<file path="config.mk">
export PLATFORM = sky130hd
export DESIGN_NAME = dram_port_arbiter_flat
export DESIGN_NICKNAME = d
export VERILOG_FILES = /design/src/rtl/dram_port_arbiter_pkg.sv /design/src/rtl/dram_port_arbiter_if.sv /design/src/rtl/dram_port_arbiter_rr_arbiter.sv /design/src/rtl/dram_port_arbiter.sv /design/src/flat_wrapper.sv
export SDC_FILE = /design/constraint.sdc
export NUM_CORES = 1
export LEC_CHECK = 0
export BUFFER_PORTS_ARGS = -buffer_cell sky130_fd_sc_hd__buf_2
export CORE_MARGIN = 2
export CORE_UTILIZATION = 44
export CTS_BUF_LIST = sky130_fd_sc_hd__clkbuf_4
export CTS_CLUSTER_DIAMETER = 200
export DETAILED_ROUTE_END_ITERATION = 10
export PLACE_DENSITY = 0.77
export SLEW_MARGIN = 20
export SYNTH_ARGS = -nofsm -noshare
export SYNTH_HDL_FRONTEND = slang
export SYNTH_HIERARCHICAL = 1
export SYNTH_SLANG_ARGS = --single-unit
export TNS_END_PERCENT = 10
</file>
<file path="constraint.sdc">
create_clock -name i_clk -period 3.26 [get_ports i_clk]
set_input_delay 0.326 -clock i_clk [delete_from_list [all_inputs] [get_ports i_clk]]
set_output_delay 0.326 -clock i_clk [all_outputs]
set_load 0.005 [all_outputs]
</file>
<file path="src/rtl/dram_port_arbiter_pkg.sv">
// Shared constants for the DRAM port arbiter: FSM encodings, default bus widths
// and the core-id width.
package dram_arb_pkg;

  localparam int DEF_N_CORES = 4;
  localparam int DEF_ADDR_W  = 16;
  localparam int DEF_DATA_W  = 8;
  localparam int CORE_ID_W   = $clog2(DEF_N_CORES);

  // state | meaning
  // IDLE  | arbitrate among pending requests, latch the winner
  // ISSUE | DRAM address/data/enable driven for exactly one cycle
  // WAIT  | read in flight, count down DRAM latency
  // RESP  | one-cycle ack to the winner, pointer advances
  localparam logic [1:0] IDLE  = 2'd0;
  localparam logic [1:0] ISSUE = 2'd1;
  localparam logic [1:0] WAIT  = 2'd2;
  localparam logic [1:0] RESP  = 2'd3;

endpackage

</file>
<file path="src/rtl/dram_port_arbiter_if.sv">
// Bundle of the per-core request/response buses and the DRAM macro pins.
// slave: the arbiter; master: the core array plus DRAM macro side.
interface dram_port_arbiter_if
  import dram_arb_pkg::*;
#(
  parameter int N_CORES = DEF_N_CORES,
  parameter int ADDR_W  = DEF_ADDR_W,
  parameter int DATA_W  = DEF_DATA_W
);

  logic [N_CORES-1:0]        i_rd;
  logic [N_CORES-1:0]        i_wr;
  logic [N_CORES*ADDR_W-1:0] i_addr;
  logic [N_CORES*DATA_W-1:0] i_wdata;
  logic [N_CORES*DATA_W-1:0] o_rdata;
  logic [N_CORES-1:0]        o_ack;
  logic [ADDR_W-1:0]         o_mem_addr;
  logic [DATA_W-1:0]         o_mem_wdata;
  logic                      o_mem_rden;
  logic                      o_mem_wren;
  logic [DATA_W-1:0]         i_mem_q;

  modport slave (
    input  i_rd, i_wr, i_addr, i_wdata, i_mem_q,
    output o_rdata, o_ack, o_mem_addr, o_mem_wdata, o_mem_rden, o_mem_wren
  );

  modport master (
    output i_rd, i_wr, i_addr, i_wdata, i_mem_q,
    input  o_rdata, o_ack, o_mem_addr, o_mem_wdata, o_mem_rden, o_mem_wren
  );

endinterface

</file>
<file path="src/rtl/dram_port_arbiter_rr_arbiter.sv">
// Combinational round-robin picker: searches from ptr+1 upward with wrap and
// returns a one-hot grant plus the encoded winner id.
module rr_arbiter #(
  parameter int N    = 4,
  parameter int ID_W = (N > 1) ? $clog2(N) : 1
) (
  input  logic [N-1:0]    req,
  input  logic [ID_W-1:0] ptr,
  output logic [N-1:0]    grant,
  output logic [ID_W-1:0] id
);

  // Walk offsets from farthest to nearest so the nearest requester after ptr wins.
  always_comb begin
    grant = '0;
    id    = '0;
    for (int i = N; i >= 1; i--) begin
      if (req[(int'(ptr) + i) % N]) begin
        grant = '0;
        grant[(int'(ptr) + i) % N] = 1'b1;
        id = ID_W'((int'(ptr) + i) % N);
      end
    end
  end

endmodule

</file>
<file path="src/rtl/dram_port_arbiter.sv">
// Serialises per-core DRAM read/write requests onto one single-port synchronous
// DRAM with round-robin fairness. All outputs come straight from flops.
module dram_port_arbiter
  import dram_arb_pkg::*;
#(
  parameter int N_CORES     = DEF_N_CORES,
  parameter int ADDR_W      = DEF_ADDR_W,
  parameter int DATA_W      = DEF_DATA_W,
  parameter int MEM_LATENCY = 2
) (
  input logic i_clk,
  input logic i_rst,
  dram_port_arbiter_if.slave bus
);

  localparam int ID_W = (N_CORES > 1) ? $clog2(N_CORES) : 1;

  logic [1:0]                state;
  logic [ID_W-1:0]           ptr;
  logic [ID_W-1:0]           win_id;
  logic                      win_wr;
  logic [2:0]                cnt;
  logic [N_CORES-1:0]        req_arb;
  logic [N_CORES-1:0]        gnt;
  logic [ID_W-1:0]           gnt_id;
  logic [N_CORES-1:0]        ack_q;
  logic [N_CORES*DATA_W-1:0] rdata_q;
  logic [ADDR_W-1:0]         mem_addr_q;
  logic [DATA_W-1:0]         mem_wdata_q;
  logic                      mem_rden_q;
  logic                      mem_wren_q;

  // Arbiter only sees requests while idle, so grants never shift mid-transaction.
  always_comb begin
    req_arb = (state == IDLE) ? (bus.i_rd | bus.i_wr) : '0;
  end

  rr_arbiter #(
    .N    (N_CORES),
    .ID_W (ID_W)
  ) u_rr_arbiter (
    .req   (req_arb),
    .ptr   (ptr),
    .grant (gnt),
    .id    (gnt_id)
  );

  // Transaction sequencer; the DRAM address/data registers double as the
  // request latch, so they simply hold until the next grant.
  always_ff @(posedge i_clk) begin
    if (i_rst) begin
      state       <= IDLE;
      ptr         <= ID_W'(N_CORES - 1);
      win_id      <= '0;
      win_wr      <= 1'b0;
      cnt         <= '0;
      ack_q       <= '0;
      rdata_q     <= '0;
      mem_addr_q  <= '0;
      mem_wdata_q <= '0;
      mem_rden_q  <= 1'b0;
      mem_wren_q  <= 1'b0;
    end else begin
      ack_q <= '0;
      case (state)
        IDLE: begin
          if (|req_arb) begin
            // A write wins over a simultaneous read on the same core.
            win_id      <= gnt_id;
            win_wr      <= |(gnt & bus.i_wr);
            mem_addr_q  <= bus.i_addr[gnt_id*ADDR_W +: ADDR_W];
            mem_wdata_q <= bus.i_wdata[gnt_id*DATA_W +: DATA_W];
            mem_wren_q  <= |(gnt & bus.i_wr);
            mem_rden_q  <= ~(|(gnt & bus.i_wr));
            state       <= ISSUE;
          end
        end
        ISSUE: begin
          mem_rden_q <= 1'b0;
          mem_wren_q <= 1'b0;
          if (win_wr) begin
            ack_q[win_id] <= 1'b1;
            state         <= RESP;
          end else begin
            cnt   <= 3'(MEM_LATENCY);
            state <= WAIT;
          end
        end
        WAIT: begin
          cnt <= cnt - 3'd1;
          if (cnt == 3'd1) begin
            rdata_q[win_id*DATA_W +: DATA_W] <= bus.i_mem_q;
            ack_q[win_id] <= 1'b1;
            state         <= RESP;
          end
        end
        RESP: begin
          ptr   <= win_id;
          state <= IDLE;
        end
        default: state <= IDLE;
      endcase
    end
  end

  assign bus.o_ack       = ack_q;
  assign bus.o_rdata     = rdata_q;
  assign bus.o_mem_addr  = mem_addr_q;
  assign bus.o_mem_wdata = mem_wdata_q;
  assign bus.o_mem_rden  = mem_rden_q;
  assign bus.o_mem_wren  = mem_wren_q;

endmodule

</file>
<file path="src/flat_wrapper.sv">
// flat-port wrapper written by rule: the top's interface ports become plain ports
module dram_port_arbiter_flat import dram_arb_pkg::*;
#(
  parameter int N_CORES     = DEF_N_CORES,
  parameter int ADDR_W      = DEF_ADDR_W,
  parameter int DATA_W      = DEF_DATA_W,
  parameter int MEM_LATENCY = 2
)
  (i_clk, i_rst, bus_i_rd, bus_i_wr, bus_i_addr, bus_i_wdata, bus_i_mem_q, bus_o_rdata, bus_o_ack, bus_o_mem_addr, bus_o_mem_wdata, bus_o_mem_rden, bus_o_mem_wren);
  dram_port_arbiter_if #(.N_CORES(N_CORES), .ADDR_W(ADDR_W), .DATA_W(DATA_W)) bus_i ();
  input logic i_clk;
  input logic i_rst;
  input wire logic [$bits(bus_i.i_rd)-1:0] bus_i_rd;
  input wire logic [$bits(bus_i.i_wr)-1:0] bus_i_wr;
  input wire logic [$bits(bus_i.i_addr)-1:0] bus_i_addr;
  input wire logic [$bits(bus_i.i_wdata)-1:0] bus_i_wdata;
  input wire logic [$bits(bus_i.i_mem_q)-1:0] bus_i_mem_q;
  output wire logic [$bits(bus_i.o_rdata)-1:0] bus_o_rdata;
  output wire logic [$bits(bus_i.o_ack)-1:0] bus_o_ack;
  output wire logic [$bits(bus_i.o_mem_addr)-1:0] bus_o_mem_addr;
  output wire logic [$bits(bus_i.o_mem_wdata)-1:0] bus_o_mem_wdata;
  output wire logic [$bits(bus_i.o_mem_rden)-1:0] bus_o_mem_rden;
  output wire logic [$bits(bus_i.o_mem_wren)-1:0] bus_o_mem_wren;
  assign bus_i.i_rd = bus_i_rd;
  assign bus_i.i_wr = bus_i_wr;
  assign bus_i.i_addr = bus_i_addr;
  assign bus_i.i_wdata = bus_i_wdata;
  assign bus_i.i_mem_q = bus_i_mem_q;
  assign bus_o_rdata = bus_i.o_rdata;
  assign bus_o_ack = bus_i.o_ack;
  assign bus_o_mem_addr = bus_i.o_mem_addr;
  assign bus_o_mem_wdata = bus_i.o_mem_wdata;
  assign bus_o_mem_rden = bus_i.o_mem_rden;
  assign bus_o_mem_wren = bus_i.o_mem_wren;
  dram_port_arbiter #(.N_CORES(N_CORES), .ADDR_W(ADDR_W), .DATA_W(DATA_W), .MEM_LATENCY(MEM_LATENCY)) u_core (.i_clk(i_clk), .i_rst(i_rst), .bus(bus_i));
endmodule
</file>
; After elaboration in Yosys (flattened, before gate mapping)
; Cells that the tools add are included.
[word_totals]
reg_bits = 72
inputBits = 114
output_inout_bits = 62
[classes]
add_sub_neg = 6
order_cmp = 10
eq_ne = 7
n_shift = 4
muxes = 45
bitwise = 7
n_reduce_logical = 19
[op_table]
columns = operator, count
row1 = indexed part select 64 x 7 -> 16 bit, 1
row2 = negator 5 -> 34 bit, 1
row3 = "variable shift 8 x 34 -> 32 bit, first input constant", 1
row4 = indexed part select 8 x 34 -> 32 bit, 1
row5 = bitwise mux 32 bit, 1
row6 = indexed part select 32 x 6 -> 8 bit, 1
row7 = 2-to-1 mux 4 bit, 7
row8 = "< comparator 3 x 4 -> 1 bit, second input constant", 4
row9 = 2-to-1 mux 1 bit, 16
row10 = ">= comparator 3 x 1 -> 1 bit, second input constant", 4
row11 = 2-to-1 mux 2 bit, 6
row12 = demux 1 bit (select 2 bit), 5
row13 = AND reduction 2 bit, 5
row14 = binary-select mux 1 bit (select 2 bit), 4
row15 = case mux 2 bit (4 select lines), 1
row16 = case mux 4 bit (2 select lines), 1
row17 = OR reduction 2 bit, 4
row18 = OR reduction 4 bit, 2
row19 = case mux 3 bit (2 select lines), 1
row20 = logical AND 1 bit, 5
row21 = "adder 2 x 1 -> 2 bit, second input constant", 2
row22 = "adder 2 bit, second input constant", 2
row23 = "AND 1 bit, first input constant", 4
row24 = AND 4 bit, 1
row25 = other kinds (14), 18

; Logic depth before layout (Yosys ltp)
; Gate-level depths: netlist of the first run.
[logic_depth]
word_depth = 16
ltp_mapped = 14
ltp_nobuf = 10

; Hierarchy
; The synthesis of the first run kept the hierarchy.
[by_module_without_submodules]
columns = mod, n_inst, cells_each, area_each_um2
row1 = dram_port_arbiter, 1, 379, 3484.6
row2 = rr_arbiter, 1, 62, 519.2

; Least setup slack after synthesis of the first run
; OpenSTA, ideal clock, no wires.
[synth_path]
path_type = reg2reg
startpoint = register u_core.ptr[0]
endpoint = register u_core.mem_addr_q[0] (netlist: u_core/bus.o_mem_addr[0])
setup_time_ns = 0.132
arrival_time_ns = 2.982
setup_slack_ns = 0.145
path_stages_with_launch = 14
period_less_slack_ns = 3.115
cell_sequence = dfxtp_1 -> buf_2 -> inv_2 -> ha_1 -> buf_6 -> mux2i_1 -> mux2i_1 -> a21oi_1 -> o22ai_1 -> buf_2 -> buf_4 -> mux4_2 -> nand2_1 -> a21oi_1
[synth_between]
elab_chain_len = 9
word_cells_on_any_way = 21
classes_between = 4 x add/sub / 1 x shift / 16 x mux
[synth_rtl]
columns = item, line
row1 = start: declaration, dram_port_arbiter.sv:19  ; logic [ID_W-1:0] ptr;
row2 = start signal: assignment, dram_port_arbiter.sv:53  ; ptr <= ID_W'(N_CORES - 1);
row3 = start signal: assignment, dram_port_arbiter.sv:98  ; ptr <= win_id;
row4 = adder 2 x 1 -> 2 bit, "dram_port_arbiter_rr_arbiter.sv:18, dram_port_arbiter_rr_arbiter.sv:21"
row5 = binary-select mux 1 bit (select 2 bit), dram_port_arbiter_rr_arbiter.sv:18  ; if (req[(int'(ptr) + i) % N]) begin
row6 = 2-to-1 mux 1 bit (not written as such) (2 in series), dram_port_arbiter_rr_arbiter.sv:18
row7 = 2-to-1 mux 2 bit (3 in series), dram_port_arbiter_rr_arbiter.sv:18
row8 = 2-to-1 mux 2 bit (*), dram_port_arbiter_rr_arbiter.sv:18
row9 = net u_core.gnt_id[0], dram_port_arbiter.sv:25  ; logic [ID_W-1:0] gnt_id;
row10 = indexed part select 64 x 7 -> 16 bit (*), dram_port_arbiter.sv:71  ; mem_addr_q <= bus.i_addr[gnt_id*ADDR_W +: ADDR_W];
row11 = end signal: assignment, dram_port_arbiter.sv:71
row12 = end: declaration, dram_port_arbiter.sv:28  ; logic [ADDR_W-1:0] mem_addr_q;
; Mark *: on every way through the listed nets, which the timed path passes. The rest lies on a longest branch. The select of a mux whose other input is x is not followed.
; A chain may end at the register's enable or synchronous reset.

; Worst setup path after layout of the first run
[layout_path]
startpoint = register u_core.state[0]
endpoint = register u_core.mem_addr_q[1] (netlist: u_core/bus.o_mem_addr[1])
[layout_between]
elab_chain_len = 10
word_cells_on_any_way = 21
classes_between = 1 x shift / 17 x mux / 3 x reduce/logical
[layout_rtl]
columns = item, line
row1 = start: declaration, dram_port_arbiter.sv:18  ; logic [1:0] state;
row2 = start signal: assignment, dram_port_arbiter.sv:52  ; state <= IDLE;
row3 = start signal: assignment, dram_port_arbiter.sv:75  ; state <= ISSUE;
row4 = start signal: assignment, dram_port_arbiter.sv:83  ; state <= RESP;
row5 = zero test 2 bit (*), dram_port_arbiter.sv:35  ; req_arb = (state == IDLE) ? (bus.i_rd | bus.i_wr) : '0;
row6 = 2-to-1 mux 4 bit (*), dram_port_arbiter.sv:35
row7 = net u_core.req_arb[0], dram_port_arbiter.sv:23  ; logic [N_CORES-1:0] req_arb;
row8 = binary-select mux 1 bit (select 2 bit), dram_port_arbiter_rr_arbiter.sv:18
row9 = 2-to-1 mux 1 bit (not written as such) (2 in series), dram_port_arbiter_rr_arbiter.sv:18
row10 = 2-to-1 mux 2 bit (3 in series), dram_port_arbiter_rr_arbiter.sv:18
row11 = 2-to-1 mux 2 bit (*), dram_port_arbiter_rr_arbiter.sv:18
row12 = net u_core.gnt_id[0], dram_port_arbiter.sv:25
row13 = indexed part select 64 x 7 -> 16 bit (*), dram_port_arbiter.sv:71
; Marks and branches as above.

==> flow_results.xml, run 1 <==
<?xml version="1.0" encoding="UTF-8"?>
<metrics>
  <group name="critical_path">
    <metric name="worst-endpoint-required" unit="ns">3.56</metric>
    <metric name="worst_setup_path_start_kind" unit="">flip-flop</metric>
    <metric name="critPathMaxFanout" unit="">20</metric>
    <metric name="cp-end-kind" unit="">flip-flop</metric>
    <metric name="crit_arrival" unit="ns">3.31</metric>
    <metric name="timing_worst_setup_path_type" unit="">flip-flop to flip-flop</metric>
    <metric name="reg2reg_depth" unit="">11</metric>
  </group>
  <group name="logic_synthesis">
    <metric name="number_of_warnings_issued_by_yosys" unit="">6</metric>
    <metric name="synth.area.top_cells" unit="">dfxtp_1 (36%), mux4_2 (15%), a21oi_1 (9.0%), nand2_1 (9.0%), ha_1 (5.3%)</metric>
    <metric name="post_synth_instance_area" unit="sq um">4000</metric>
    <metric name="syn-mean-instance-area" unit="sq um">9.08</metric>
    <metric name="seq_area_frac_synth" unit="">0.360</metric>
    <metric name="ys_ff_latch" unit="">72</metric>
    <metric name="synth_area_leader_cell" unit="">dfxtp_1</metric>
    <metric name="synth_top_cells_by_count" unit="">nand2_1 (96), a21oi_1 (72), dfxtp_1 (72)</metric>
    <metric name="post-synth-top-area-fraction" unit="">0.360</metric>
    <metric name="postSynthNetCount" unit="">572</metric>
    <metric name="synthMostInstantiatedCell" unit="">nand2_1</metric>
    <metric name="synth-edff-count" unit="">0</metric>
    <metric name="synthesized_instance_count" unit="">441</metric>
    <metric name="distinct_cell_type_count_of_the_synthesized_netlist" unit="">52</metric>
    <metric name="synth-async-reset-ratio" unit="">0</metric>
    <metric name="top_flip_flop_cell_by_instance_count_after_synthesis" unit="">dfxtp_1</metric>
  </group>
  <group name="detailed_routing">
    <metric name="routed_via_density" unit="">5.61</metric>
    <metric name="wirelength" unit="microns">11400</metric>
    <metric name="drt-initial-drc-count" unit="">157</metric>
    <metric name="antenna_violating_nets_post_route" unit="">0</metric>
    <metric name="drt_drc_violations_left" unit="">0</metric>
    <metric name="route.detailed.wl_per_inst" unit="microns">15.9</metric>
    <metric name="route.vias.total" unit="">4019</metric>
    <metric name="detailedRoute.firstPassIterationCount" unit="">5</metric>
  </group>
  <group name="clock_network">
    <metric name="post_cts_resized" unit="">0</metric>
    <metric name="cts_setup_buffers" unit="">0</metric>
    <metric name="numClockSinks" unit="">72</metric>
    <metric name="clock_buffer_count_from_cts" unit="">9</metric>
    <metric name="cts_tree" unit="">yes</metric>
    <metric name="clock_tree.buffer_depth" unit="">2</metric>
    <metric name="cts_hold_buffers" unit="">0</metric>
    <metric name="count_of_h_tree_levels_built_during_cts" unit="">3</metric>
    <metric name="clk_transition_reported_paths" unit="ns">0.15</metric>
    <metric name="clkLatencyLatePin" unit="ns">0.44</metric>
    <metric name="clockRootBuffer" unit="">clkbuf_4</metric>
  </group>
  <group name="sta">
    <metric name="timing.final.setup_violations" unit="">0</metric>
    <metric name="timing.final.crit_share" unit="">0.924</metric>
    <metric name="fmax" unit="MHz">332</metric>
    <metric name="drv_slew" unit="">0</metric>
    <metric name="final.setup.tns" unit="ns">0</metric>
    <metric name="grt_setup_unrepaired" unit="">false</metric>
    <metric name="relSlewSlack" unit="">0.377</metric>
    <metric name="worst_pin_slew" unit="ns">0.928</metric>
    <metric name="finClkSkew" unit="ns">0.0207</metric>
    <metric name="period_needed" unit="ns">3.01</metric>
    <metric name="timing.final.hold_violations" unit="">0</metric>
  </group>
  <group name="floorplan">
    <metric name="start_util" unit="">0.457</metric>
    <metric name="die_area" unit="sq um">9880</metric>
    <metric name="row_count" unit="">34</metric>
    <metric name="coreArea" unit="sq um">8760</metric>
    <metric name="overall_die_height" unit="microns">99.4</metric>
    <metric name="total_i_o_pin_count" unit="">176</metric>
    <metric name="dieWidth" unit="microns">99.4</metric>
  </group>
  <group name="power_and_ir_drop">
    <metric name="internal_power" unit="mW">2.58</metric>
    <metric name="p_comb_frac" unit="">0.593</metric>
    <metric name="fraction_of_power_consumed_by_the_clock_network" unit="">0.125</metric>
    <metric name="power.leakage" unit="nW">2.25</metric>
    <metric name="power_frac_seq" unit="">0.283</metric>
    <metric name="power-per-cell-area" unit="nW/um^2">864</metric>
    <metric name="report.power.total" unit="mW">4.38</metric>
    <metric name="power.switching" unit="mW">1.80</metric>
    <metric name="vdd_ir_drop_max" unit="mV">0.419</metric>
    <metric name="swShare" unit="">0.411</metric>
  </group>
  <group name="status">
    <metric name="status" unit="">complete, no violations</metric>
  </group>
  <group name="global_route">
    <metric name="gr-total-overflow" unit="">0</metric>
    <metric name="pin_count_of_the_biggest_net_entering_global_routing" unit="">36</metric>
    <metric name="grt_pass1_wl" unit="microns">18200</metric>
    <metric name="number_of_global_route_vias_before_repair" unit="">3886</metric>
    <metric name="antenna_found_initial" unit="">0</metric>
    <metric name="global_route.usage.total" unit="">0.229</metric>
  </group>
  <group name="cells_and_area">
    <metric name="fillerInstances" unit="">796</metric>
    <metric name="drive_above_1_share" unit="">0.399</metric>
    <metric name="final_net_count" unit="">735</metric>
    <metric name="multiInputGateArea" unit="sq um">2380</metric>
    <metric name="finish.instance_area" unit="sq um">5070</metric>
    <metric name="antennaDiodeCount" unit="">0</metric>
    <metric name="area.sequential" unit="sq um">1440</metric>
    <metric name="flow.area_growth_from_synthesis" unit="%">26.6</metric>
  </group>
  <group name="worst_hold_path">
    <metric name="hold_path_depth" unit="">3</metric>
    <metric name="hold_path_class" unit="">input port to flip-flop</metric>
  </group>
  <group name="run">
    <metric name="drv_cap" unit="">0</metric>
  </group>
  <group name="placed_design">
    <metric name="place_hpwl" unit="microns">8720</metric>
    <metric name="portBuffers" unit="">175</metric>
    <metric name="dpl_cell_area" unit="sq um">4930</metric>
    <metric name="gp_routability_congestion" unit="">0.876</metric>
  </group>
</metrics>
layout make-up:
class,count,share of cell area
Multi-Input combinational cell,328,0.469
Sequential cell,72,0.284
Timing Repair Buffer,183,0.187
Tap cell,108,0.0267
Clock buffer,9,0.0133
Clock inverter,7,0.0121
Inverter,10,0.00741
final timing paths:
check	start	endpoint	slack, ns
min reg2reg	u_core/bus.o_rdata[19]$_SDFFE_PP0P_	u_core/bus.o_rdata[19]$_SDFFE_PP0P_	0.46
max reg2reg	u_core/state[0]$_SDFFE_PP0P_	u_core/bus.o_mem_addr[1]$_SDFFE_PP0P_	0.25
min	bus_i_mem_q[7]	u_core/bus.o_rdata[23]$_SDFFE_PP0P_	0.16
max	u_core/state[0]$_SDFFE_PP0P_	u_core/bus.o_mem_addr[1]$_SDFFE_PP0P_	0.25
registers in the layout, indices dropped and copies added, names as in the netlist:
signal                  flops
u_core/bus.o_rdata         32
u_core/bus.o_mem_addr      16
u_core/bus.o_mem_wdata      8
u_core/bus.o_ack            4
u_core/cnt                  3
u_core/ptr                  2
u_core/state                2
u_core/win_id               2
u_core/bus.o_mem_rden       1
u_core/bus.o_mem_wren       1
u_core/win_wr               1
layer usage:
layer | vias up | global-route usage | share of wire
met2 | 200 | 0.406 | 0.51
li1 | 1912 | - | -
met5 | - | 0 | 0
met4 | 0 | 0.106 | 0.024
met3 | 27 | 0.0450 | 0.076
met1 | 1880 | 0.267 | 0.38
cell usage in the layout (no fill, tap or decap), types with 2 or more instances in the layout:
master / count
mux2i_1: 8
ha_1: 16
a22o_1: 2
a21oi_1: 72
nor4_1: 2
o21ai_0: 4
a211o_1: 3
clkbuf_4: 9
a221oi_1: 4
buf_4: 7
nand2b_1: 3
nor3_1: 2
or3b_1: 2
mux2_2: 2
o21a_2: 3
nand3_1: 32
nor2_1: 5
and2_1: 8
nand2_1: 96
inv_6: 4
and2b_1: 3
o211ai_1: 4
clkinvlp_4: 2
and3b_1: 2
inv_1: 9
mux4_2: 26
nand3b_1: 2
nor2b_1: 4
dfxtp_1: 72
buf_2: 175
critical path: stages, from the launching register on:
cell     delay (ns)
dfxtp_1        0.36
inv_1          0.13
ha_1           0.33
o21a_2         0.35
mux2i_1        0.11
mux2_2         0.32
a31oi_1        0.29
o22ai_4        0.19
buf_12         0.21
mux4_2         0.42
nand2_1        0.08
a21oi_1        0.07
power by group through the flow:
stage | logic [mW] | registers (mW) | clock network (mW)
floorplan | 1.96 | 1.25 | 0
global placement | 2.50 | 1.25 | 0
detailed placement | 2.57 | 1.26 | 0
CTS | 2.58 | 1.24 | 0.562
global route | 2.86 | 1.26 | 0.596
finish | 2.60 | 1.24 | 0.546
kinds of logic after synthesis:
logic type | count (synthesis) | share of synthesized area
AOI/OAI and AO/OA | 106 | 0.160
adders and majority gates | 17 | 0.0531
buffers and inverters | 41 | 0.0525
DFF | 72 | 0.360
muxes | 36 | 0.172
and+or+nand+nor | 169 | 0.203
through the flow:
stage	std cells	setup slack, ns	hold WS [ns]	utilization
after floorplan	441	0.145	0.448	-
after global placement	701	0.286	0.435	0.562
after detailed placement	701	0.168	0.441	0.562
after CTS	717	0.127	0.142	0.577
after global routing	717	0.0638	0.145	0.578
final	717	0.248	0.156	0.578
No activity file was read; power rests on OpenSTA's default activity.
==> run 2: changes to the inputs <==
- ABC_AREA: unset -> 1
- CORE_UTILIZATION: 44 -> 45
- CTS_CLUSTER_SIZE: unset -> 28
- PLACE_DENSITY: 0.77 -> 0.78
==> run 2 against run 1 <==
Effect of this change:
- sequential power decreased by 4%
- hold slack improved by 0.047 ns
- fmax increased by 5.4%
- clock power increased by 18%
- via count increased by 17%
- synthesized area increased by 3.5%
- clock-buffer cell count increased by 2
- sequential share of layout area decreased by 0.56 points
- wire length increased by 5.6%
- die area increased by 1.1%
- critical path depth increased by 6
- combinational power increased by 17%
- largest cell class unchanged
- largest power group unchanged
==> flow_results.xml, run 2 <==
<?xml version="1.0" encoding="UTF-8"?>
<metrics>
  <group name="status">
    <metric name="status" unit="">complete, no violations</metric>
  </group>
  <group name="global_route">
    <metric name="number_of_global_route_vias_before_repair" unit="">4474</metric>
    <metric name="gr-total-overflow" unit="">0</metric>
    <metric name="pin_count_of_the_biggest_net_entering_global_routing" unit="">50</metric>
    <metric name="grt_pass1_wl" unit="microns">19800</metric>
    <metric name="antenna_found_initial" unit="">0</metric>
    <metric name="global_route.usage.total" unit="">0.240</metric>
  </group>
  <group name="logic_synthesis">
    <metric name="synthMostInstantiatedCell" unit="">nor2_1</metric>
    <metric name="postSynthNetCount" unit="">753</metric>
    <metric name="distinct_cell_type_count_of_the_synthesized_netlist" unit="">31</metric>
    <metric name="number_of_warnings_issued_by_yosys" unit="">6</metric>
    <metric name="post_synth_instance_area" unit="sq um">4140</metric>
    <metric name="synth_area_leader_cell" unit="">dfxtp_1</metric>
    <metric name="ys_ff_latch" unit="">72</metric>
    <metric name="top_flip_flop_cell_by_instance_count_after_synthesis" unit="">dfxtp_1</metric>
    <metric name="syn-mean-instance-area" unit="sq um">6.66</metric>
    <metric name="synthesized_instance_count" unit="">622</metric>
    <metric name="synth_top_cells_by_count" unit="">nor2_1 (132), o21ai_0 (92), nand2_1 (80)</metric>
    <metric name="synth.area.top_cells" unit="">dfxtp_1 (35%), nor2_1 (12%), o21ai_0 (11%), nand2_1 (7.2%), ha_1 (5.1%)</metric>
    <metric name="synth-edff-count" unit="">0</metric>
    <metric name="seq_area_frac_synth" unit="">0.348</metric>
    <metric name="post-synth-top-area-fraction" unit="">0.348</metric>
    <metric name="synth-async-reset-ratio" unit="">0</metric>
  </group>
  <group name="detailed_routing">
    <metric name="drt_drc_violations_left" unit="">0</metric>
    <metric name="route.vias.total" unit="">4720</metric>
    <metric name="detailedRoute.firstPassIterationCount" unit="">6</metric>
    <metric name="routed_via_density" unit="">5.27</metric>
    <metric name="antenna_violating_nets_post_route" unit="">0</metric>
    <metric name="wirelength" unit="microns">12000</metric>
    <metric name="route.detailed.wl_per_inst" unit="microns">13.4</metric>
    <metric name="drt-initial-drc-count" unit="">273</metric>
  </group>
  <group name="power_and_ir_drop">
    <metric name="power_frac_seq" unit="">0.244</metric>
    <metric name="internal_power" unit="mW">2.45</metric>
    <metric name="vdd_ir_drop_max" unit="mV">0.807</metric>
    <metric name="power.leakage" unit="nW">2.53</metric>
    <metric name="swShare" unit="">0.497</metric>
    <metric name="power-per-cell-area" unit="nW/um^2">941</metric>
    <metric name="p_comb_frac" unit="">0.624</metric>
    <metric name="fraction_of_power_consumed_by_the_clock_network" unit="">0.132</metric>
    <metric name="power.switching" unit="mW">2.42</metric>
  </group>
  <group name="clock_network">
    <metric name="cts_hold_buffers" unit="">0</metric>
    <metric name="clock_tree.buffer_depth" unit="">2</metric>
    <metric name="clkLatencyLatePin" unit="ns">0.41</metric>
    <metric name="clockRootBuffer" unit="">clkbuf_4</metric>
    <metric name="numClockSinks" unit="">72</metric>
    <metric name="cts_setup_buffers" unit="">0</metric>
    <metric name="count_of_h_tree_levels_built_during_cts" unit="">3</metric>
    <metric name="clk_transition_reported_paths" unit="ns">0.12</metric>
    <metric name="cts_tree" unit="">yes</metric>
    <metric name="post_cts_resized" unit="">0</metric>
    <metric name="clock_buffer_count_from_cts" unit="">9</metric>
  </group>
  <group name="worst_hold_path">
    <metric name="hold_path_class" unit="">input port to flip-flop</metric>
  </group>
  <group name="cells_and_area">
    <metric name="most_common_cell_after_layout_fill_and_taps_aside" unit="">buf_2</metric>
    <metric name="final_core_util" unit="">0.570</metric>
    <metric name="final_net_count" unit="">911</metric>
    <metric name="layout_common_cells" unit="">buf_2 (175), nor2_1 (132), o21ai_0 (92), nand2_1 (80), dfxtp_1 (72)</metric>
    <metric name="drive_above_1_share" unit="">0.276</metric>
    <metric name="largest_register_ffs" unit="">32</metric>
    <metric name="antennaDiodeCount" unit="">0</metric>
    <metric name="flow.area_growth_from_synthesis" unit="%">24.8</metric>
  </group>
  <group name="critical_path">
    <metric name="critPathMaxFanout" unit="">49</metric>
    <metric name="timing_worst_setup_path_type" unit="">flip-flop to flip-flop</metric>
    <metric name="worst_path_largest_cell_delay" unit="ns">0.35</metric>
    <metric name="cp-end-kind" unit="">flip-flop</metric>
    <metric name="crit_arrival" unit="ns">3.22</metric>
    <metric name="cp_slowest_cell" unit="">dfxtp_1</metric>
    <metric name="path_cells" unit="">inv_1 -&gt; ha_1 -&gt; inv_2 -&gt; nor2_1 -&gt; inv_1 -&gt; nand2_1 -&gt; nand3_2 -&gt; nand2_2 -&gt; nor2_4 -&gt; o21ai_0 -&gt; nand2_1 -&gt; inv_1 -&gt; buf_6 -&gt; o21ai_0 -&gt; o22ai_1 -&gt; nor2_1 -&gt; nor2_1</metric>
    <metric name="worst-endpoint-required" unit="ns">3.62</metric>
    <metric name="worst_setup_path_start_kind" unit="">flip-flop</metric>
  </group>
  <group name="sta">
    <metric name="worst_pin_slew" unit="ns">0.688</metric>
    <metric name="timing.final.hold_violations" unit="">0</metric>
    <metric name="finClkSkew" unit="ns">0.0119</metric>
    <metric name="grt_setup_unrepaired" unit="">false</metric>
    <metric name="timing.final.crit_share" unit="">0.877</metric>
    <metric name="final.setup.tns" unit="ns">0</metric>
    <metric name="fmax" unit="MHz">350</metric>
    <metric name="period_needed" unit="ns">2.86</metric>
    <metric name="drv_slew" unit="">0</metric>
    <metric name="timing.final.setup_violations" unit="">0</metric>
    <metric name="relSlewSlack" unit="">0.541</metric>
  </group>
  <group name="placed_design">
    <metric name="gp_routability_congestion" unit="">1.02</metric>
    <metric name="portBuffers" unit="">175</metric>
    <metric name="place_hpwl" unit="microns">9090</metric>
  </group>
  <group name="floorplan">
    <metric name="total_i_o_pin_count" unit="">176</metric>
    <metric name="dieWidth" unit="microns">100</metric>
    <metric name="start_util" unit="">0.457</metric>
    <metric name="die_area" unit="sq um">9990</metric>
    <metric name="row_count" unit="">35</metric>
    <metric name="coreArea" unit="sq um">9060</metric>
    <metric name="overall_die_height" unit="microns">100</metric>
  </group>
  <group name="run">
    <metric name="drv_cap" unit="">0</metric>
  </group>
</metrics>
run 2: through the flow:
stage | instance area (sq um) | power, mW | setup WS (ns) | hold WS, ns | instances
after floorplan | 4140 | 3.54 | 0.865 | 0.439 | 622
after global placement | 5000 | 4.06 | 0.613 | 0.453 | 880
after detailed placement | 5000 | 4.19 | 0.418 | 0.454 | 880
after CTS | 5170 | 4.85 | 0.376 | 0.180 | 896
after global routing | 5170 | 5.34 | 0.0930 | 0.180 | 896
final | 5170 | 4.86 | 0.401 | 0.203 | 896
run 2: power groups by stage:
stage	logic (mW)	registers, mW	clock network (mW)
2_1_floorplan	2.35	1.19	0
3_3_place_gp	2.86	1.20	0
3_5_place_dp	2.99	1.20	0
4_1_cts	3.01	1.18	0.660
5_1_grt	3.44	1.20	0.699
6_report	3.04	1.19	0.643
run 2: worst max-delay path, delay by kind of cell (launching register included):
| kind | cells | cell delay [ns] |
|---|---|---|
| adders and majority gates | 1 | 0.25 |
| and+or+nand+nor | 8 | 0.98 |
| DFF | 1 | 0.35 |
| AOI/OAI and AO/OA | 3 | 0.53 |
| buffers and inverters | 5 | 0.66 |
run 2: layer usage:
metal  wire [microns]  GRT usage
met5                0          0
met4              280     0.0927
met3              770     0.0474
met2             5970      0.419
met1             4990      0.291
run 2: path summary, 6_finish.rpt:
kind | startpoint | end | slack (ns) | depth (start not counted)
max | u_core/state[0]$_SDFFE_PP0P_ | u_core/bus.o_mem_addr[7]$_SDFFE_PP0P_ | 0.40 | 17
min | bus_i_mem_q[6] | u_core/bus.o_rdata[22]$_SDFFE_PP0P_ | 0.20 | 3
max reg2reg | u_core/state[0]$_SDFFE_PP0P_ | u_core/bus.o_mem_addr[7]$_SDFFE_PP0P_ | 0.40 | 17
min reg2reg | u_core/bus.o_rdata[15]$_SDFFE_PP0P_ | u_core/bus.o_rdata[15]$_SDFFE_PP0P_ | 0.47 | 2
run 2: kinds of logic after synthesis:
| family | count (synthesis) | synth area share |
|---|---|---|
| simple gates | 288 | 0.304 |
| compound gates | 160 | 0.202 |
| buf+inv | 84 | 0.0927 |
| flops | 72 | 0.348 |
| fa+ha+maj | 17 | 0.0513 |
| xor+xnor | 1 | 0.00211 |
run 2: area by class of cell:
class	instances	area [sq um]
clock buffers	11	82.6
multi-input cells	466	2320
well taps	111	139
inverters	51	194
repair buffers	180	917
flip-flops and latches	72	1440
clock inverters	5	80.1
fillers	874	3890
==> run 3: changes to the inputs <==
--- a/config.mk
+++ b/config.mk
@@ -9,5 +9,5 @@
 export BUFFER_PORTS_ARGS = -buffer_cell sky130_fd_sc_hd__buf_2
 export CORE_MARGIN = 2
-export CORE_UTILIZATION = 45
+export CORE_UTILIZATION = 46
 export CTS_BUF_LIST = sky130_fd_sc_hd__clkbuf_4
 export CTS_CLUSTER_DIAMETER = 200
@@ -15,8 +15,8 @@
 export DETAILED_ROUTE_END_ITERATION = 10
 export PLACE_DENSITY = 0.78
+export SKIP_LAST_GASP = 1
 export SLEW_MARGIN = 20
 export SYNTH_ARGS = -nofsm -noshare
 export SYNTH_HDL_FRONTEND = slang
-export SYNTH_HIERARCHICAL = 1
 export SYNTH_SLANG_ARGS = --single-unit
 export TNS_END_PERCENT = 10
==> constraint.sdc (replaced) <==
create_clock -name i_clk -period 3.26 [get_ports i_clk]
set_input_delay 0.489 -clock i_clk [delete_from_list [all_inputs] [get_ports i_clk]]
set_output_delay 0.489 -clock i_clk [all_outputs]
set_load 0.005 [all_outputs]
==> run 3 against run 2 <==
Effect of this change:
- clock skew increased by 0.0044 ns
- synthesized area increased by 10%
- fmax increased by 14%
- sequential share of layout area decreased by 2.1 points
- synthesized cell count increased by 20%
- cell count increased by 16%
- register-to-register slack improved by 0.36 ns
- combinational power decreased by 7.9%
- total power decreased by 7.2%
- global-route usage decreased by 1.0 points
- wire length increased by 3.1%
- clock-buffer cell count decreased by 2
- largest power group unchanged
- highest routed layer unchanged
==> flow_results.xml, run 3 <==
<?xml version="1.0" encoding="UTF-8"?>
<metrics>
  <group name="cells_and_area">
    <metric name="final_net_count" unit="">1030</metric>
    <metric name="final_core_util" unit="">0.576</metric>
    <metric name="most_common_cell_after_layout_fill_and_taps_aside" unit="">buf_2</metric>
    <metric name="drive_above_1_share" unit="">0.235</metric>
    <metric name="layout_common_cells" unit="">buf_2 (175), nand2_1 (164), inv_1 (162), nand3_1 (131), dfxtp_1 (72)</metric>
    <metric name="largest_register_ffs" unit="">32</metric>
    <metric name="antennaDiodeCount" unit="">0</metric>
    <metric name="flow.area_growth_from_synthesis" unit="%">22.6</metric>
  </group>
  <group name="critical_path">
    <metric name="path_cells" unit="">inv_1 -&gt; ha_1 -&gt; nand3_1 -&gt; nand2_1 -&gt; nand2_1 -&gt; nand2_2 -&gt; nor2_1 -&gt; nand2_2 -&gt; buf_4 -&gt; nand3_1 -&gt; nand3_1 -&gt; nand3_1 -&gt; nand2_1 -&gt; inv_1</metric>
    <metric name="cp_slowest_cell" unit="">ha_1</metric>
    <metric name="timing.critical_path.max_delay_family" unit="">simple AND/OR/NAND/NOR gates</metric>
    <metric name="worst_path_largest_cell_delay" unit="ns">0.40</metric>
    <metric name="crit_arrival" unit="ns">2.82</metric>
    <metric name="worst-endpoint-required" unit="ns">3.58</metric>
    <metric name="buf_inv_stages_crit_path" unit="">3</metric>
    <metric name="worst_setup_path_start_kind" unit="">flip-flop</metric>
    <metric name="cp-end-kind" unit="">flip-flop</metric>
    <metric name="critPathMaxFanout" unit="">48</metric>
    <metric name="timing_worst_setup_path_type" unit="">flip-flop to flip-flop</metric>
    <metric name="crit_top_cell" unit="">nand3_1</metric>
  </group>
  <group name="logic_synthesis">
    <metric name="syn-mean-instance-area" unit="sq um">6.14</metric>
    <metric name="synth.area.top_cells" unit="">dfxtp_1 (32%), nand3_1 (14%), nand2_1 (13%), inv_1 (13%), a21oi_1 (4.6%)</metric>
    <metric name="synth-async-reset-ratio" unit="">0</metric>
    <metric name="post_synth_instance_area" unit="sq um">4570</metric>
    <metric name="top_flip_flop_cell_by_instance_count_after_synthesis" unit="">dfxtp_1</metric>
    <metric name="postSynthNetCount" unit="">874</metric>
    <metric name="number_of_warnings_issued_by_yosys" unit="">0</metric>
    <metric name="seq_area_frac_synth" unit="">0.315</metric>
    <metric name="synth-edff-count" unit="">0</metric>
    <metric name="ys_ff_latch" unit="">72</metric>
    <metric name="post-synth-top-area-fraction" unit="">0.315</metric>
    <metric name="synthMostInstantiatedCell" unit="">nand2_1</metric>
    <metric name="synthesized_instance_count" unit="">744</metric>
    <metric name="synth_top_cells_by_count" unit="">nand2_1 (164), inv_1 (162), nand3_1 (131)</metric>
    <metric name="synth_area_leader_cell" unit="">dfxtp_1</metric>
    <metric name="distinct_cell_type_count_of_the_synthesized_netlist" unit="">28</metric>
  </group>
  <group name="sta">
    <metric name="drv_slew" unit="">0</metric>
    <metric name="finClkSkew" unit="ns">0.0163</metric>
    <metric name="layout_setup_ws" unit="ns">0.760</metric>
    <metric name="final.setup.tns" unit="ns">0</metric>
    <metric name="grt_setup_unrepaired" unit="">false</metric>
    <metric name="whs" unit="ns">0.354</metric>
    <metric name="timing.final.hold_violations" unit="">0</metric>
    <metric name="worst_pin_slew" unit="ns">0.580</metric>
    <metric name="relSlewSlack" unit="">0.613</metric>
    <metric name="period_needed" unit="ns">2.50</metric>
    <metric name="timing.final.crit_share" unit="">0.767</metric>
    <metric name="fmax" unit="MHz">400</metric>
    <metric name="timing.final.setup_violations" unit="">0</metric>
  </group>
  <group name="floorplan">
    <metric name="total_i_o_pin_count" unit="">176</metric>
    <metric name="die_area" unit="sq um">10700</metric>
    <metric name="coreArea" unit="sq um">9730</metric>
    <metric name="row_count" unit="">36</metric>
    <metric name="dieWidth" unit="microns">104</metric>
    <metric name="start_util" unit="">0.470</metric>
    <metric name="overall_die_height" unit="microns">104</metric>
  </group>
  <group name="placed_design">
    <metric name="placement.setup.worst_slack" unit="ns">0.817</metric>
    <metric name="gp_routability_congestion" unit="">0.835</metric>
    <metric name="place_hpwl" unit="microns">9230</metric>
    <metric name="portBuffers" unit="">175</metric>
  </group>
  <group name="detailed_routing">
    <metric name="route.detailed.wl_per_inst" unit="microns">11.9</metric>
    <metric name="wirelength" unit="microns">12400</metric>
    <metric name="detailedRoute.firstPassIterationCount" unit="">4</metric>
    <metric name="route.met3.wl" unit="microns">941</metric>
    <metric name="routed_via_density" unit="">4.87</metric>
    <metric name="drt-met1-wl" unit="microns">5370</metric>
    <metric name="drt_drc_violations_left" unit="">0</metric>
    <metric name="met2WireLength" unit="microns">5730</metric>
    <metric name="drt-initial-drc-count" unit="">297</metric>
    <metric name="route.vias.total" unit="">5056</metric>
    <metric name="route.top_layer_used" unit="">met4</metric>
    <metric name="antenna_violating_nets_post_route" unit="">0</metric>
  </group>
  <group name="clock_network">
    <metric name="numClockSinks" unit="">72</metric>
    <metric name="count_of_h_tree_levels_built_during_cts" unit="">3</metric>
    <metric name="cts_tree" unit="">yes</metric>
    <metric name="clock_tree.buffer_depth" unit="">2</metric>
    <metric name="clk_transition_reported_paths" unit="ns">0.13</metric>
    <metric name="clock_buffer_count_from_cts" unit="">9</metric>
    <metric name="cts_hold_buffers" unit="">0</metric>
    <metric name="clockRootBuffer" unit="">clkbuf_4</metric>
    <metric name="post_cts_resized" unit="">0</metric>
    <metric name="clkLatencyLatePin" unit="ns">0.41</metric>
    <metric name="cts_setup_buffers" unit="">0</metric>
  </group>
  <group name="global_route">
    <metric name="global_route.usage.total" unit="">0.230</metric>
    <metric name="gr-total-overflow" unit="">0</metric>
    <metric name="number_of_global_route_vias_before_repair" unit="">4622</metric>
    <metric name="antenna_found_initial" unit="">0</metric>
    <metric name="grt_pass1_wl" unit="microns">20800</metric>
    <metric name="pin_count_of_the_biggest_net_entering_global_routing" unit="">54</metric>
  </group>
  <group name="run">
    <metric name="drv_cap" unit="">0</metric>
  </group>
  <group name="status">
    <metric name="status" unit="">complete, no violations</metric>
  </group>
  <group name="worst_hold_path">
    <metric name="hold_path_class" unit="">input port to flip-flop</metric>
  </group>
  <group name="power_and_ir_drop">
    <metric name="power.leakage" unit="nW">3.31</metric>
    <metric name="vdd_ir_drop_max" unit="mV">0.331</metric>
    <metric name="power-per-cell-area" unit="nW/um^2">806</metric>
  </group>
</metrics>
==> run 3: changes by cell type in the layout (fill, tap and decap cells not counted), sizes merged, moves of 3 or more <==
cell | previous run | this run
nand2 | 84 | 171
or4 | 0 | 14
o21ai | 93 | 14
nand3 | 44 | 132
inv | 51 | 172
o22ai | 24 | 1
nor3 | 4 | 9
nor2 | 142 | 48
a221oi | 0 | 3
o211ai | 3 | 0
==> run 3: cell type report <==
class	count	area, sq um
inverters	167	627
multi-input cells	468	2300
well taps	133	166
fillers	1027	4130
clock buffers	9	67.6
repair buffers	182	941
flip-flops and latches	72	1440
clock inverters	7	61.3
==> run 3: kinds of logic (layout without fill, tap and decap cells) <==
group / count (synthesis) / after routing / synth area share
adders and majority gates: 16 / 16 / 0.0438
and+or+nand+nor: 388 / 388 / 0.382
AOI/OAI and AO/OA: 64 / 64 / 0.0764
DFF: 72 / 72 / 0.315
buffers and inverters: 204 / 365 / 0.182
==> run 3: worst reg2reg max path: stages, from the launching register on <==
cell	delay [ns]
dfxtp_1	0.37
inv_1	0.13
ha_1	0.40
nand3_1	0.15
nand2_1	0.11
nand2_1	0.10
nand2_2	0.13
nor2_1	0.06
nand2_2	0.08
buf_4	0.39
nand3_1	0.20
nand3_1	0.13
nand3_1	0.07
nand2_1	0.07
inv_1	0.03
==> run 3: layer usage <==
layer	GRT usage	vias to the layer above
met5	0	-
met4	0.0936	0
met3	0.0503	29
met2	0.389	191
met1	0.283	2201
li1	-	2635
==> run 3: worst paths after layout <==
check / from / cells after the start / to / slack (ns)
worst max-delay path: u_core.state[0]$_SDFFE_PP0P_ / 14 / u_core.bus.o_mem_addr[6]$_SDFFE_PP0P_ / 0.76
worst min-delay path: bus_i_mem_q[0] / 3 / u_core.bus.o_rdata[16]$_SDFFE_PP0P_ / 0.35
worst max register to register: u_core.state[0]$_SDFFE_PP0P_ / 14 / u_core.bus.o_mem_addr[6]$_SDFFE_PP0P_ / 0.76
worst min register to register: u_core.bus.o_rdata[10]$_SDFFE_PP0P_ / 2 / u_core.bus.o_rdata[10]$_SDFFE_PP0P_ / 0.47
==> run 3: metrics by stage <==
stage / area, sq um / instances / power (mW)
after floorplan: 4570 / 744 / 3.40
final: 5600 / 1038 / 4.51
after detailed placement: 5470 / 1022 / 4.00
after global placement: 5470 / 1022 / 3.96
after CTS: 5600 / 1038 / 4.54
after global routing: 5600 / 1038 / 5.02
==> run 3: report_power, final <==
part | switching (mW) | internal (mW)
Sequential | 0.120 | 1.07
Combinational | 1.80 | 1.00
Clock | 0.356 | 0.172
Total | 2.27 | 2.24
